## src/rtl/branch_pkg.sv

```systemverilog
`default_nettype none
// ============================================================================
//  Module      : branch_pkg
//  Description : Shared op encodings, FSM state type and default widths for
//                the branch PC update stage.
//  Revision    : 1.0  initial release
// ============================================================================
package branch_pkg;

    localparam int DEFAULT_WIDTH = 32;
    localparam int DEFAULT_OFF_W = 19;
    localparam int STAT_W        = 16;

    typedef enum logic [1:0] {
        OP_SEQ = 2'b00,
        OP_BR  = 2'b01,
        OP_JR  = 2'b10,
        OP_JAL = 2'b11
    } op_e;

    typedef enum logic [1:0] {
        ST_IDLE        = 2'd0,
        ST_COND_LATCH  = 2'd1,
        ST_COND_DECIDE = 2'd2,
        ST_COMMIT      = 2'd3
    } state_e;

endpackage
`default_nettype wire

```

## src/rtl/branch_pc_unit_if.sv

```systemverilog
`default_nettype none
// ============================================================================
//  Module      : branch_pc_unit_if
//  Description : Start/done handshake and PC/link results between the
//                datapath control unit (master) and branch_pc_unit (slave).
//  Revision    : 1.0  initial release
// ============================================================================
interface branch_pc_unit_if #(
    parameter int WIDTH = 32,
    parameter int OFF_W = 19
);
    logic             start;
    logic [1:0]       op;
    logic [OFF_W-1:0] c_offset;
    logic [WIDTH-1:0] rb_value;
    logic [WIDTH-1:0] pc;
    logic [WIDTH-1:0] link_value;
    logic             link_we;
    logic             busy;
    logic             done;

    modport master (
        output start, op, c_offset, rb_value,
        input  pc, link_value, link_we, busy, done
    );

    modport slave (
        input  start, op, c_offset, rb_value,
        output pc, link_value, link_we, busy, done
    );
endinterface
`default_nettype wire

```

## src/rtl/branch_stats.sv

```systemverilog
`default_nettype none
// ============================================================================
//  Module      : branch_stats
//  Description : Saturating taken / not-taken counters for committed branches.
//  Revision    : 1.0  initial release
// ============================================================================
module branch_stats
    import branch_pkg::*;
#(
    parameter int CNT_W = STAT_W
) (
    input  logic             clk,
    input  logic             clr_n,
    input  logic             inc_taken,
    input  logic             inc_not_taken,
    output logic [CNT_W-1:0] taken_cnt,
    output logic [CNT_W-1:0] not_taken_cnt
);

    localparam logic [CNT_W-1:0] CNT_MAX = '1;
    localparam logic [CNT_W-1:0] CNT_ONE = CNT_W'(1);

    logic [CNT_W-1:0] taken_cnt_q,     taken_cnt_d;
    logic [CNT_W-1:0] not_taken_cnt_q, not_taken_cnt_d;

    always_comb begin
        taken_cnt_d     = taken_cnt_q;
        not_taken_cnt_d = not_taken_cnt_q;
        if (inc_taken && (taken_cnt_q != CNT_MAX)) begin
            taken_cnt_d = taken_cnt_q + CNT_ONE;
        end
        if (inc_not_taken && (not_taken_cnt_q != CNT_MAX)) begin
            not_taken_cnt_d = not_taken_cnt_q + CNT_ONE;
        end
    end

    always_ff @(posedge clk) begin
        if (!clr_n) begin
            taken_cnt_q     <= '0;
            not_taken_cnt_q <= '0;
        end else begin
            taken_cnt_q     <= taken_cnt_d;
            not_taken_cnt_q <= not_taken_cnt_d;
        end
    end

    assign taken_cnt     = taken_cnt_q;
    assign not_taken_cnt = not_taken_cnt_q;

endmodule
`default_nettype wire

```

## src/rtl/branch_pc_unit.sv

```systemverilog
`default_nettype none
// ============================================================================
//  Module      : branch_pc_unit
//  Description : PC update stage: sequential, conditional PC-relative branch,
//                jump-register and jump-and-link. Optional branch statistics
//                counters are enabled with the BRANCH_STATS_EN macro.
//  Revision    : 1.0  initial release
// ============================================================================
module branch_pc_unit
    import branch_pkg::*;
#(
    parameter int               WIDTH    = DEFAULT_WIDTH,
    parameter int               OFF_W    = DEFAULT_OFF_W,
    parameter logic [WIDTH-1:0] RESET_PC = '0
) (
    input  logic                 clk,
    input  logic                 clr_n,
    output logic                 con_en,
    input  logic                 con_in,
    branch_pc_unit_if.slave      bus
`ifdef BRANCH_STATS_EN
    ,
    output logic [STAT_W-1:0]    taken_cnt,
    output logic [STAT_W-1:0]    not_taken_cnt
`endif
);

    localparam logic [WIDTH-1:0] PC_INC = WIDTH'(1);

    state_e           state_q,      state_d;
    op_e              op_q,         op_d;
    logic [WIDTH-1:0] off_q,        off_d;
    logic [WIDTH-1:0] rb_q,         rb_d;
    logic             taken_q,      taken_d;
    logic [WIDTH-1:0] pc_q,         pc_d;
    logic [WIDTH-1:0] link_value_q, link_value_d;
    logic             link_we_q,    link_we_d;
    logic             con_en_q,     con_en_d;
    logic             done_q,       done_d;

    logic [WIDTH-1:0] sext_offset;
    logic [WIDTH-1:0] pc_seq;

    assign sext_offset = {{(WIDTH-OFF_W){bus.c_offset[OFF_W-1]}}, bus.c_offset};
    assign pc_seq      = pc_q + PC_INC;

    always_comb begin
        state_d      = state_q;
        op_d         = op_q;
        off_d        = off_q;
        rb_d         = rb_q;
        taken_d      = taken_q;
        pc_d         = pc_q;
        link_value_d = link_value_q;

        case (state_q)
            ST_IDLE: begin
                if (bus.start) begin
                    op_d    = op_e'(bus.op);
                    off_d   = sext_offset;
                    rb_d    = bus.rb_value;
                    taken_d = 1'b0;
                    state_d = (op_e'(bus.op) == OP_BR) ? ST_COND_LATCH : ST_COMMIT;
                end
            end
            ST_COND_LATCH: begin
                state_d = ST_COND_DECIDE;
            end
            ST_COND_DECIDE: begin
                taken_d = con_in;
                state_d = ST_COMMIT;
            end
            ST_COMMIT: begin
                case (op_q)
                    OP_SEQ:  pc_d = pc_seq;
                    OP_BR:   pc_d = taken_q ? (pc_seq + off_q) : pc_seq;
                    OP_JR:   pc_d = rb_q;
                    OP_JAL:  pc_d = rb_q;
                    default: pc_d = pc_seq;
                endcase
                state_d = ST_IDLE;
            end
            default: begin
                state_d = ST_IDLE;
            end
        endcase

        // Strobes are registered, so they are decoded from the state being entered.
        con_en_d  = (state_d == ST_COND_LATCH);
        done_d    = (state_d == ST_COMMIT);
        link_we_d = (state_d == ST_COMMIT) && (op_d == OP_JAL);
        if (link_we_d) begin
            link_value_d = pc_seq;
        end
    end

    always_ff @(posedge clk) begin
        if (!clr_n) begin
            state_q      <= ST_IDLE;
            op_q         <= OP_SEQ;
            off_q        <= '0;
            rb_q         <= '0;
            taken_q      <= 1'b0;
            pc_q         <= RESET_PC;
            link_value_q <= '0;
            link_we_q    <= 1'b0;
            con_en_q     <= 1'b0;
            done_q       <= 1'b0;
        end else begin
            state_q      <= state_d;
            op_q         <= op_d;
            off_q        <= off_d;
            rb_q         <= rb_d;
            taken_q      <= taken_d;
            pc_q         <= pc_d;
            link_value_q <= link_value_d;
            link_we_q    <= link_we_d;
            con_en_q     <= con_en_d;
            done_q       <= done_d;
        end
    end

    assign con_en         = con_en_q;
    assign bus.pc         = pc_q;
    assign bus.link_value = link_value_q;
    assign bus.link_we    = link_we_q;
    assign bus.done       = done_q;
    assign bus.busy       = (state_q != ST_IDLE);

`ifdef BRANCH_STATS_EN
    logic br_commit;
    assign br_commit = (state_q == ST_COMMIT) && (op_q == OP_BR);

    branch_stats #(
        .CNT_W (STAT_W)
    ) u_branch_stats (
        .clk           (clk),
        .clr_n         (clr_n),
        .inc_taken     (br_commit && taken_q),
        .inc_not_taken (br_commit && !taken_q),
        .taken_cnt     (taken_cnt),
        .not_taken_cnt (not_taken_cnt)
    );
`endif

endmodule
`default_nettype wire
```

## src/flat_wrapper.sv

```systemverilog
// flat-port wrapper written by rule: the top's interface ports become plain ports
module branch_pc_unit_flat import branch_pkg::*;
#(
    parameter int               WIDTH    = DEFAULT_WIDTH,
    parameter int               OFF_W    = DEFAULT_OFF_W,
    parameter logic [WIDTH-1:0] RESET_PC = '0
)
  (clk, clr_n, con_en, con_in, bus_start, bus_op, bus_c_offset, bus_rb_value, bus_pc, bus_link_value, bus_link_we, bus_busy, bus_done);
  branch_pc_unit_if #(.WIDTH(WIDTH), .OFF_W(OFF_W)) bus_i ();
  input  logic clk;
  input  logic clr_n;
  output logic con_en;
  input  logic con_in;
  input wire logic [$bits(bus_i.start)-1:0] bus_start;
  input wire logic [$bits(bus_i.op)-1:0] bus_op;
  input wire logic [$bits(bus_i.c_offset)-1:0] bus_c_offset;
  input wire logic [$bits(bus_i.rb_value)-1:0] bus_rb_value;
  output wire logic [$bits(bus_i.pc)-1:0] bus_pc;
  output wire logic [$bits(bus_i.link_value)-1:0] bus_link_value;
  output wire logic [$bits(bus_i.link_we)-1:0] bus_link_we;
  output wire logic [$bits(bus_i.busy)-1:0] bus_busy;
  output wire logic [$bits(bus_i.done)-1:0] bus_done;
  assign bus_i.start = bus_start;
  assign bus_i.op = bus_op;
  assign bus_i.c_offset = bus_c_offset;
  assign bus_i.rb_value = bus_rb_value;
  assign bus_pc = bus_i.pc;
  assign bus_link_value = bus_i.link_value;
  assign bus_link_we = bus_i.link_we;
  assign bus_busy = bus_i.busy;
  assign bus_done = bus_i.done;
  branch_pc_unit #(.WIDTH(WIDTH), .OFF_W(OFF_W), .RESET_PC(RESET_PC)) u_core (.clk(clk), .clr_n(clr_n), .con_en(con_en), .con_in(con_in), .bus(bus_i));
endmodule
```

## config.mk

```make
export PLATFORM = sky130hd
export DESIGN_NAME = branch_pc_unit_flat
export DESIGN_NICKNAME = d
export VERILOG_FILES = /design/src/rtl/branch_pkg.sv /design/src/rtl/branch_pc_unit_if.sv /design/src/rtl/branch_stats.sv /design/src/rtl/branch_pc_unit.sv /design/src/flat_wrapper.sv
export SDC_FILE = /design/constraint.sdc
export NUM_CORES = 1
export LEC_CHECK = 0
export ABC_AREA = 1
export BUFFER_PORTS_ARGS = -buffer_cell sky130_fd_sc_hd__buf_4
export CORE_MARGIN = 8
export CORE_UTILIZATION = 54
export CTS_BUF_LIST = sky130_fd_sc_hd__clkbuf_8
export DETAILED_ROUTE_END_ITERATION = 8
export GPL_TIMING_DRIVEN = 0
export PLACE_DENSITY = 0.86
export SETUP_SLACK_MARGIN = 0.5
export SLEW_MARGIN = 20
export SYNTH_ARGS = -nofsm -noshare
export SYNTH_HDL_FRONTEND = slang
export SYNTH_HIERARCHICAL = 1
export SYNTH_SLANG_ARGS = --single-unit
```

## constraint.sdc

```tcl
create_clock -name clk -period 2.6 [get_ports clk]
set_input_delay 0.26 -clock clk [delete_from_list [all_inputs] [get_ports clk]]
set_output_delay 0.26 -clock clk [all_outputs]
set_load 0.02 [all_outputs]
```

### Word level (Yosys, flattened, before mapping)

Cells that the tools add are included.

| cells by class | value |
|---|---|
| muxes and demuxes | 9 |
| reductions and logical operators | 8 |
| add/subtract/negate cells | 2 |
| equality and inequality tests | 11 |

Operators by type and width:

| kind | count |
|---|---|
| 32-bit one-hot mux with 3 select lines | 1 |
| 32-bit by 1-bit adder with 32-bit output, second input constant | 1 |
| 32-bit adder | 1 |
| 32-bit 2-to-1 mux | 1 |
| 2-bit equality test, second input constant | 6 |
| 2-bit by 1-bit equality test with 1-bit output, second input constant | 4 |
| 2-bit 2-to-1 mux | 4 |
| 2-bit one-hot mux with 4 select lines | 1 |
| 2-bit logical NOT | 2 |
| 2-bit AND reduction | 2 |
| 2-bit nonzero test | 2 |
| 2-bit inequality test, second input constant | 1 |
| 1-bit one-hot mux with 2 select lines | 1 |
| 2-bit OR reduction | 1 |
| 1-bit logical AND | 1 |
| 1-bit 2-to-1 mux | 1 |

| word-level totals | value |
|---|---|
| output and inout bits | 68 |
| bits in registers | 123 |

### Logic depth before layout (Yosys ltp)

Gate-level depths: netlist (run 1).

| logic depth | value |
|---|---|
| depth after elaboration | 6 |
| mapped depth | 25 |

### Least setup slack after synthesis (run 1)

Ideal clock, no wire load.

| timing | value |
|---|---|
| path type | reg2reg |
| start point | register u_core.pc_q[0], in the netlist u_core/bus.pc[0] |
| end point | register u_core.pc_q[25], in the netlist u_core/bus.pc[25] |
| path slack | -0.310 ns |
| buffers on the path | 0 |
| cell stages (with the launch flop) | 24 |
| period minus slack after synthesis | 2.910 ns |
| data arrival time | 2.791 ns |
| path through | dfxtp_1 > ha_1 > nand2_2 > nor2_4 > nand2_4 > nor2_4 > nand2_2 > nor2_2 > nand3_1 > and2_4 > inv_1 > ha_1 > nand2_1 > inv_1 > nand2_1 > nand2_1 > a21oi_1 > nor2_1 > nor2_1 > nand2_1 > nand2_1 > nand3_1 > nand2_1 > a21oi_1 |

| between the ends | value |
|---|---|
| longest elaborated chain between the ends | 4 |

Ends and longest elaborated chain:

| element | RTL line | source |
|---|---|---|
| start: declaration | branch_pc_unit.sv:35 | `logic [WIDTH-1:0] pc_q, pc_d;` |
| start signal: assignment | branch_pc_unit.sv:115 | `pc_q <= pc_d;` |
| 32-bit by 1-bit adder with 32-bit output | branch_pc_unit.sv:45 | `assign pc_seq = pc_q + PC_INC;` |
| via u_core.pc_seq[16] | branch_pc_unit.sv:42 | `logic [WIDTH-1:0] pc_seq;` |
| 32-bit adder | branch_pc_unit.sv:76 | `OP_BR: pc_d = taken_q ? (pc_seq + off_q) : pc_seq;` |
| 32-bit 2-to-1 mux | branch_pc_unit.sv:76 |  |
| 32-bit one-hot mux with 3 select lines | branch_pc_unit.sv:74 | `case (op_q)` |

The timed path passes the listed nets, and every way through them passes these cells.
A chain may end at the register's enable or synchronous reset.

### Worst setup path in the final report (run 1)

| timing | value |
|---|---|
| start point | register u_core.pc_q[4], in the netlist u_core/bus.pc[4] |
| end point | register u_core.pc_q[18], in the netlist u_core/bus.pc[18] |

The elaborated chain is that of the path after synthesis.

==> results of run 1 <==
==> worst max-delay path, delay by kind of cell, from the launching register on <==
kind / cells / cell delay [ps]
xor gates and xnor gates: 1 / 320
and+or+nand+nor: 12 / 1440
AOI/OAI and AO/OA: 2 / 280
DFF: 1 / 380
adders and majority gates: 1 / 290
buffers and inverters: 3 / 360
==> worst paths after layout <==
path	from	end	slack [ps]	depth (start not counted)
worst max-delay path	u_core/bus.pc[4]	u_core/bus.pc[18]	-590	19
worst min-delay path	bus_rb_value[22]	u_core/rb_q[22]	40	3
worst max register to register	u_core/bus.pc[4]	u_core/bus.pc[18]	-590	19
worst min register to register	u_core/rb_q[15]	u_core/rb_q[15]	500	2
==> flip-flops by register name, indices dropped and copies added (netlist names) <==
signal                 count
u_core/bus.link_value     32
u_core/bus.pc             32
u_core/rb_q               32
u_core/off_q              19
u_core/op_q                2
u_core/state_q             2
u_core/bus.done            1
u_core/bus.link_we         1
u_core/con_en              1
u_core/taken_q             1
==> per-layer routing <==
metal | vias up | GRT usage [%]
met2 | 921 | 53.72
met5 | - | 0
li1 | 4855 | -
met4 | 0 | 18.16
met1 | 5024 | 41.61
met3 | 317 | 9.723
==> repair_timing <==
action,CTS,global route
gates cloned,0,0
hold endpoints to repair,0,0
pin swaps,102,105
setup buffers,62,24
setup endpoints to repair,63,73
resized for setup,199,164
==> metrics by stage <==
step / instances / hold slack, ps / power, W / utilization [%]
3_3_place_gp: 1707 / 464.9 / 0.004842 / 65.50
3_5_place_dp: 1707 / 473.7 / 0.004897 / 65.50
4_1_cts: 1801 / 33.83 / 0.007107 / 77.72
6_report: 1825 / 38.11 / 0.007711 / 82.84
5_1_grt: 1825 / 34.30 / 0.007992 / 82.84
2_1_floorplan: 1373 / 418.5 / 0.004011 / -
==> kinds of logic after synthesis <==
group | Yosys count
AO/OA/AOI/OAI | 292
XOR/XNOR | 19
adder cells (fa/ha/maj) | 43
buffers and inverters | 246
flip-flops | 123
AND/OR/NAND/NOR | 650
==> synthesized netlist by cell type (7+ instances only) <==
cell	number	area (sq um)
inv_2	9	33.78
nand4_1	7	43.79
xor2_1	13	113.9
o21bai_1	7	52.55
nor3_1	7	35.03
o21ai_0	130	650.6
o211ai_1	18	135.1
nor2_1	199	747.0
a21oi_1	107	535.5
nor2_2	11	68.82
clkbuf_1	42	157.7
dfxtp_1	123	2462
nand2_1	309	1160
o21ai_1	13	65.06
a31oi_1	7	43.79
nand3_1	80	400.4
inv_1	186	698.2
ha_1	42	525.5
==> layout make-up <==
class	count	area, sq um	area share [%]
plain buffers	50	226.5	1.792
clock buffers	17	234.0	1.851
clock inverters	15	176.4	1.396
inverters	196	754.5	5.969
multi-input cells	1004	6793	53.74
flip-flops and latches	123	2537	20.08
well taps	211	264.0	2.089
repair buffers	209	1654	13.09
==> power groups by stage <==
stage	clock network [W]	logic, W	registers (W)
global placement	0	0.00238	0.00247
detailed placement	0	0.00243	0.00247
CTS	0.00180	0.00284	0.00246
finish	0.00183	0.00338	0.00250
floorplan	0	0.00148	0.00253
global route	0.00191	0.00356	0.00253
==> flow_summary.yaml, run 1 <==
setup_path:
  worst_setup_path_start_kind: "flip-flop"
  critical-path-max-stage-delay_ps: 380
  timing_worst_setup_path_type: "flip-flop to flip-flop"
  path_common_cell: "nand2_1"
  critical_path_required_ps: 2950
  critical_path.cell_chain: "nand2_2, nor2_4, buf_4, nand2_1, nor2_1, xor2_2, ha_4, nand2_1, nand2_1, nand2_1, nand2_2, a21oi_2, buf_4, buf_6, nand2_2, nand2_1, nand3_1, nand2_1, a21oi_1"
  endpoint_kind: "flip-flop"
  timing.critical_path.slowest_stage_cell: "dfxtp_4"
  timing.critical_path.arrival_ps: 3540
  timing.critical_path.fanout_max: 5
sta:
  setup_viol: 26
  period_share_pct: 122.9
  finalWorstPathRequiredPeriod_ps: 3195
  worst_max_slew_margin_expressed_relative_to_the_limit_pct: 37.66
  worst_slew_pin_slew_ps: 935.1
  clock.fmax_mhz: 313.0
  grt_setup_unrepaired: "true"
  finalMaxSlewViolations: 0
  setup_tns_final_ps: -10240
  skew_ps: 12.73
  timing.final.ws_setup_ps: -594.9
  finalHoldViolations: 0
routing:
  via_per_inst: 6.092
  detail_route.wirelength.met1_microns: 13910
  final_routed_wirelength_across_all_metal_layers_microns: 39000
  post_detailed_route_drc_marker_count: 0
  vias: 11120
  drt.antenna.violating_nets: 0
  drt_iter0_markers: 1719
  highest-signal-layer: "met4"
  wl_met3_microns: 5173
  detailroute.wirelength.met2_microns: 16740
  wire_per_inst_microns: 21.37
  drt_pass1_iterations: 9
pwr:
  irDropWorstVdd_mv: 0.5994
  power_density_nw_per_um2: 610.0
  p_leak_nw: 5.945
  sequential_power_share_pct: 32.4
  switching_share_pct: 44.91
  power.switching_w: 0.003463
  pwr-share-comb_pct: 43.9
  power.internal_w: 0.004248
  clkPwrFrac_pct: 23.7
grt:
  globalRouteOverflowTotal: 0
  via_count_of_the_first_global_routing_pass: 10150
  antenna_found_initial: 0
  overall_global_routing_usage_pct: 34.16
  wire_length_of_the_first_global_routing_pass_microns: 53340
  grt_max_degree: 20
logic_synthesis:
  synth.area.mux_share_pct: 0
  post_synth_and_or_nand_nor_area_fraction_pct: 32.80
  synth_xor_xnor_area_share_pct: 2.145
  ys_seq_area_share_pct: 29.12
  synthesis.area_sq_um: 8457
  asyncSetResetFlopFracSynth_pct: 0
  synth.distinct_cells: 45
  ys_dominant_reg_cell: "dfxtp_1"
  synthAdderAreaFrac_pct: 6.451
  syn-instance-count: 1373
  post_synthesis_compound_gate_area_fraction_pct: 18.46
  synth-edff-count: 0
  yosys_register_bits: 123
  synth_nets: 1473
  synthesized_area_per_cell_sq_um: 6.159
  yosysWarnings: 6
  main_combinational_cell_family_by_area_after_synthesis: "simple AND/OR/NAND/NOR gates"
status:
  run_status: "complete, but fails checks"
  failed_checks: "setup timing"
clock_network:
  clk_root_buffer_cell: "clkbuf_8"
  reg_clk_slew_reported_paths_ps: 90
  post_cts_hold_buffer_count: 0
  clock_latency_at_the_later_pin_of_the_worst_skew_pair_ps: 470
  numClockSinks: 123
  cts_made_buffers: 17
  h-tree-depth: 4
  tritoncts: "done"
  cts_max_path_buffers: 2
final_layout:
  fillers: 903
  n_antenna_cell: 0
  syn_to_final_growth_pct: 49.46
  postLayoutCellArea_sq_um: 12640
  drive_above_1_share_pct: 38.48
  num-nets-final: 1701
  most-common-layout-cells: "nand2_1 (205), buf_4 (198), nor2_1 (162)"
  layout.cells.most_common: "nand2_1"
place:
  gp_routability_congestion: 0.9619
  total_of_buffers_placed_on_input_and_output_ports: 123
  placement.cell_area_sq_um: 9995
  dp_slack_ps: -588.8
  place.detailed.hpwl_microns: 24120
floorplan:
  fp.dieArea_sq_um: 19920
  ioPinCount: 125
  design.core.area_sq_um: 15260
  die_width_microns: 141.1
  initial_utilization_pct: 55.42
  die_height_microns: 141.1
  floorplan.rows: 45
job:
  cap_violations: 0
hold_path:
  hold_path_class: "primary input to flip-flop"
(Power assumes the default switching activity.)
==> run 2: changes to the inputs <==
Settings changed: BUFFER_PORTS_ARGS -buffer_cell sky130_fd_sc_hd__buf_4 to not set, CORE_UTILIZATION 54 to 60, DONT_BUFFER_PORTS set to 1.
==> run 2 against run 1 <==
  * The flow finishes with violations (hold timing, setup timing)
  * Sequential share of layout area increased by 1.9 points
  * Clock skew increased by 9.3 ps
  * Critical path depth unchanged
  * Cell area decreased by 8.1%
  * Final cell count decreased by 7.4%
==> flow_summary.yaml, run 2 (same netlist as run 1, synthesis figures left out) <==
place:
  total_of_buffers_placed_on_input_and_output_ports: 0
  place.detailed.hpwl_microns: 23000
  placement.cell_area_sq_um: 9032
  place.detailed.instances: 1553
  dp_slack_ps: -722.8
  gp_routability_congestion: 0.9860
setup_path:
  timing.critical_path.slowest_stage_cell: "dfxtp_4"
  worst_setup_path_start_kind: "flip-flop"
  critical-path-max-stage-delay_ps: 460
  endpoint_kind: "flip-flop"
  critical_path_required_ps: 2960
  timing.critical_path.fanout_max: 8
  timing_worst_setup_path_type: "flip-flop to flip-flop"
  cp_num_buf_inv: 3
  path_delay_family: "simple AND/OR/NAND/NOR gates"
  timing.critical_path.arrival_ps: 3570
  path_common_cell: "nand2_1"
  critical_path.cell_chain: "nand3_2, nor2_4, inv_1, nor2_4, xor2_4, ha_4, nand2_2, inv_1, nand2_1, nand2_1, a21oi_4, nand2_4, buf_4, nand2_1, nand2_1, nand2_1, nand3_2, nand2_1, a21oi_1"
sta:
  fin_worst_hold_slack_ps: -6.761
  setup_viol: 27
  timing.final.ws_setup_ps: -613.4
  skew_ps: 22.06
  finalMaxSlewViolations: 0
  clock.fmax_mhz: 311.2
  finalWorstPathRequiredPeriod_ps: 3213
  period_share_pct: 123.6
  grt_setup_unrepaired: "true"
  worst_max_slew_margin_expressed_relative_to_the_limit_pct: 45.30
  finalHoldViolations: 2
  worst_slew_pin_slew_ps: 820.5
grt:
  overall_global_routing_usage_pct: 36.94
  grt_max_degree: 20
  antenna_found_initial: 2
  via_count_of_the_first_global_routing_pass: 9775
  globalRouteOverflowTotal: 0
  wire_length_of_the_first_global_routing_pass_microns: 52380
floorplan:
  fp.dieArea_sq_um: 18150
  die_height_microns: 134.7
  die_width_microns: 134.7
  design.core.area_sq_um: 13830
  floorplan.rows: 43
  initial_utilization_pct: 61.16
  ioPinCount: 125
clock_network:
  reg_clk_slew_reported_paths_ps: 100
  numClockSinks: 123
  clock_latency_at_the_later_pin_of_the_worst_skew_pair_ps: 470
  cts_max_path_buffers: 2
  cts_made_buffers: 17
  tritoncts: "done"
  clk_root_buffer_cell: "clkbuf_8"
  h-tree-depth: 4
final_layout:
  layout.cells.most_common: "nand2_1"
  finalNonFillerCells: 1690
  fillers: 759
  syn_to_final_growth_pct: 37.36
  num-nets-final: 1597
  most-common-layout-cells: "nand2_1 (218), nor2_1 (165), inv_1 (161)"
  n_antenna_cell: 0
  postLayoutCellArea_sq_um: 11620
  drive_above_1_share_pct: 28.61
routing:
  post_detailed_route_drc_marker_count: 0
  drt.antenna.violating_nets: 0
  wl_met3_microns: 5130
  wire_per_inst_microns: 22.07
  vias: 10680
  via_per_inst: 6.321
  drt_iter0_markers: 1595
  highest-signal-layer: "met5"
  detailroute.wirelength.met2_microns: 16560
  final_routed_wirelength_across_all_metal_layers_microns: 37300
  detail_route.wirelength.met1_microns: 12880
  drt_pass1_iterations: 8
status:
  run_status: "complete, but fails checks"
  failed_checks: "hold timing, setup timing"
pwr:
  irDropWorstVdd_mv: 0.8203
  power_density_nw_per_um2: 622.4
  fin_total_pwr_w: 0.007230
  p_leak_nw: 5.313
job:
  cap_violations: 0
hold_path:
  hold_path_class: "primary input to flip-flop"
run 2: changes by cell type in the layout (fill, tap and decap cells not counted), sizes merged:
cell	change
clkinv	-1
dlygate4sd3	+44
clkinvlp	+1
buf	-147
clkbuf	-1
run 2: metal layers:
metal  GRT usage, %  vias to the layer above
li1               -                     4650
met4          20.21                        4
met5              0                        -
met3          10.22                      244
met1          43.18                     4907
met2          60.11                      878
run 2: final cells by class:
class	instances	area [sq um]	area share, %
buffer	50	221.5	1.907
clock buffer	17	234.0	2.014
clock inverter	15	151.4	1.303
inverter	196	749.5	6.452
multi-input combinational	1004	6544	56.33
sequential	123	2549	21.94
tap	180	225.2	1.939
timing repair buffer	105	942.2	8.111
run 2: what timing repair did:
item / CTS / global route
hold endpoints to repair: 44 / 0
pin swaps: 66 / 82
buffers inserted: 39 / 22
hold buffers: 44 / 0
endpoints found under the setup margin: 56 / 73
gates cloned: 0 / 0
resized for setup: 165 / 139
run 2: report_power, final:
part | switching (W) | total, W | internal [W]
clock network | 0.000953 | 0.00174 | 0.000789
logic | 0.00183 | 0.00282 | 0.000990
registers | 0.000501 | 0.00267 | 0.00217
total | 0.00328 | 0.00723 | 0.00395
run 2: path summary, 6_finish.rpt:
check / start / cells past startpoint / end / slack (ps)
worst min register to register: u_core/rb_q[30] / 2 / u_core/rb_q[30] / 500
worst max-delay path: u_core/bus.pc[0] / 19 / u_core/bus.pc[30] / -610
worst min-delay path: bus_c_offset[18] / 2 / u_core/off_q[18] / -7
worst max register to register: u_core/bus.pc[0] / 19 / u_core/bus.pc[30] / -610
run 2: worst reg2reg max path, delay by kind of cell (launching register included):
| kind | cells | cell delay (ps) |
|---|---|---|
| compound gates | 2 | 270 |
| xor+xnor | 1 | 320 |
| fa+ha+maj | 1 | 280 |
| buf+inv | 3 | 330 |
| flops | 1 | 460 |
| simple gates | 12 | 1450 |
run 2: metrics by stage:
stage          hold WS, ps  setup TNS [ps]  util [%]
4_1_cts              1.256           -5329     78.86
6_report            -6.761          -10990     84.01
5_1_grt             -11.63          -13320     84.01
3_3_place_gp         429.2          -11020     65.32
2_1_floorplan        418.5          -49.87         -
3_5_place_dp         436.1          -11940     65.32
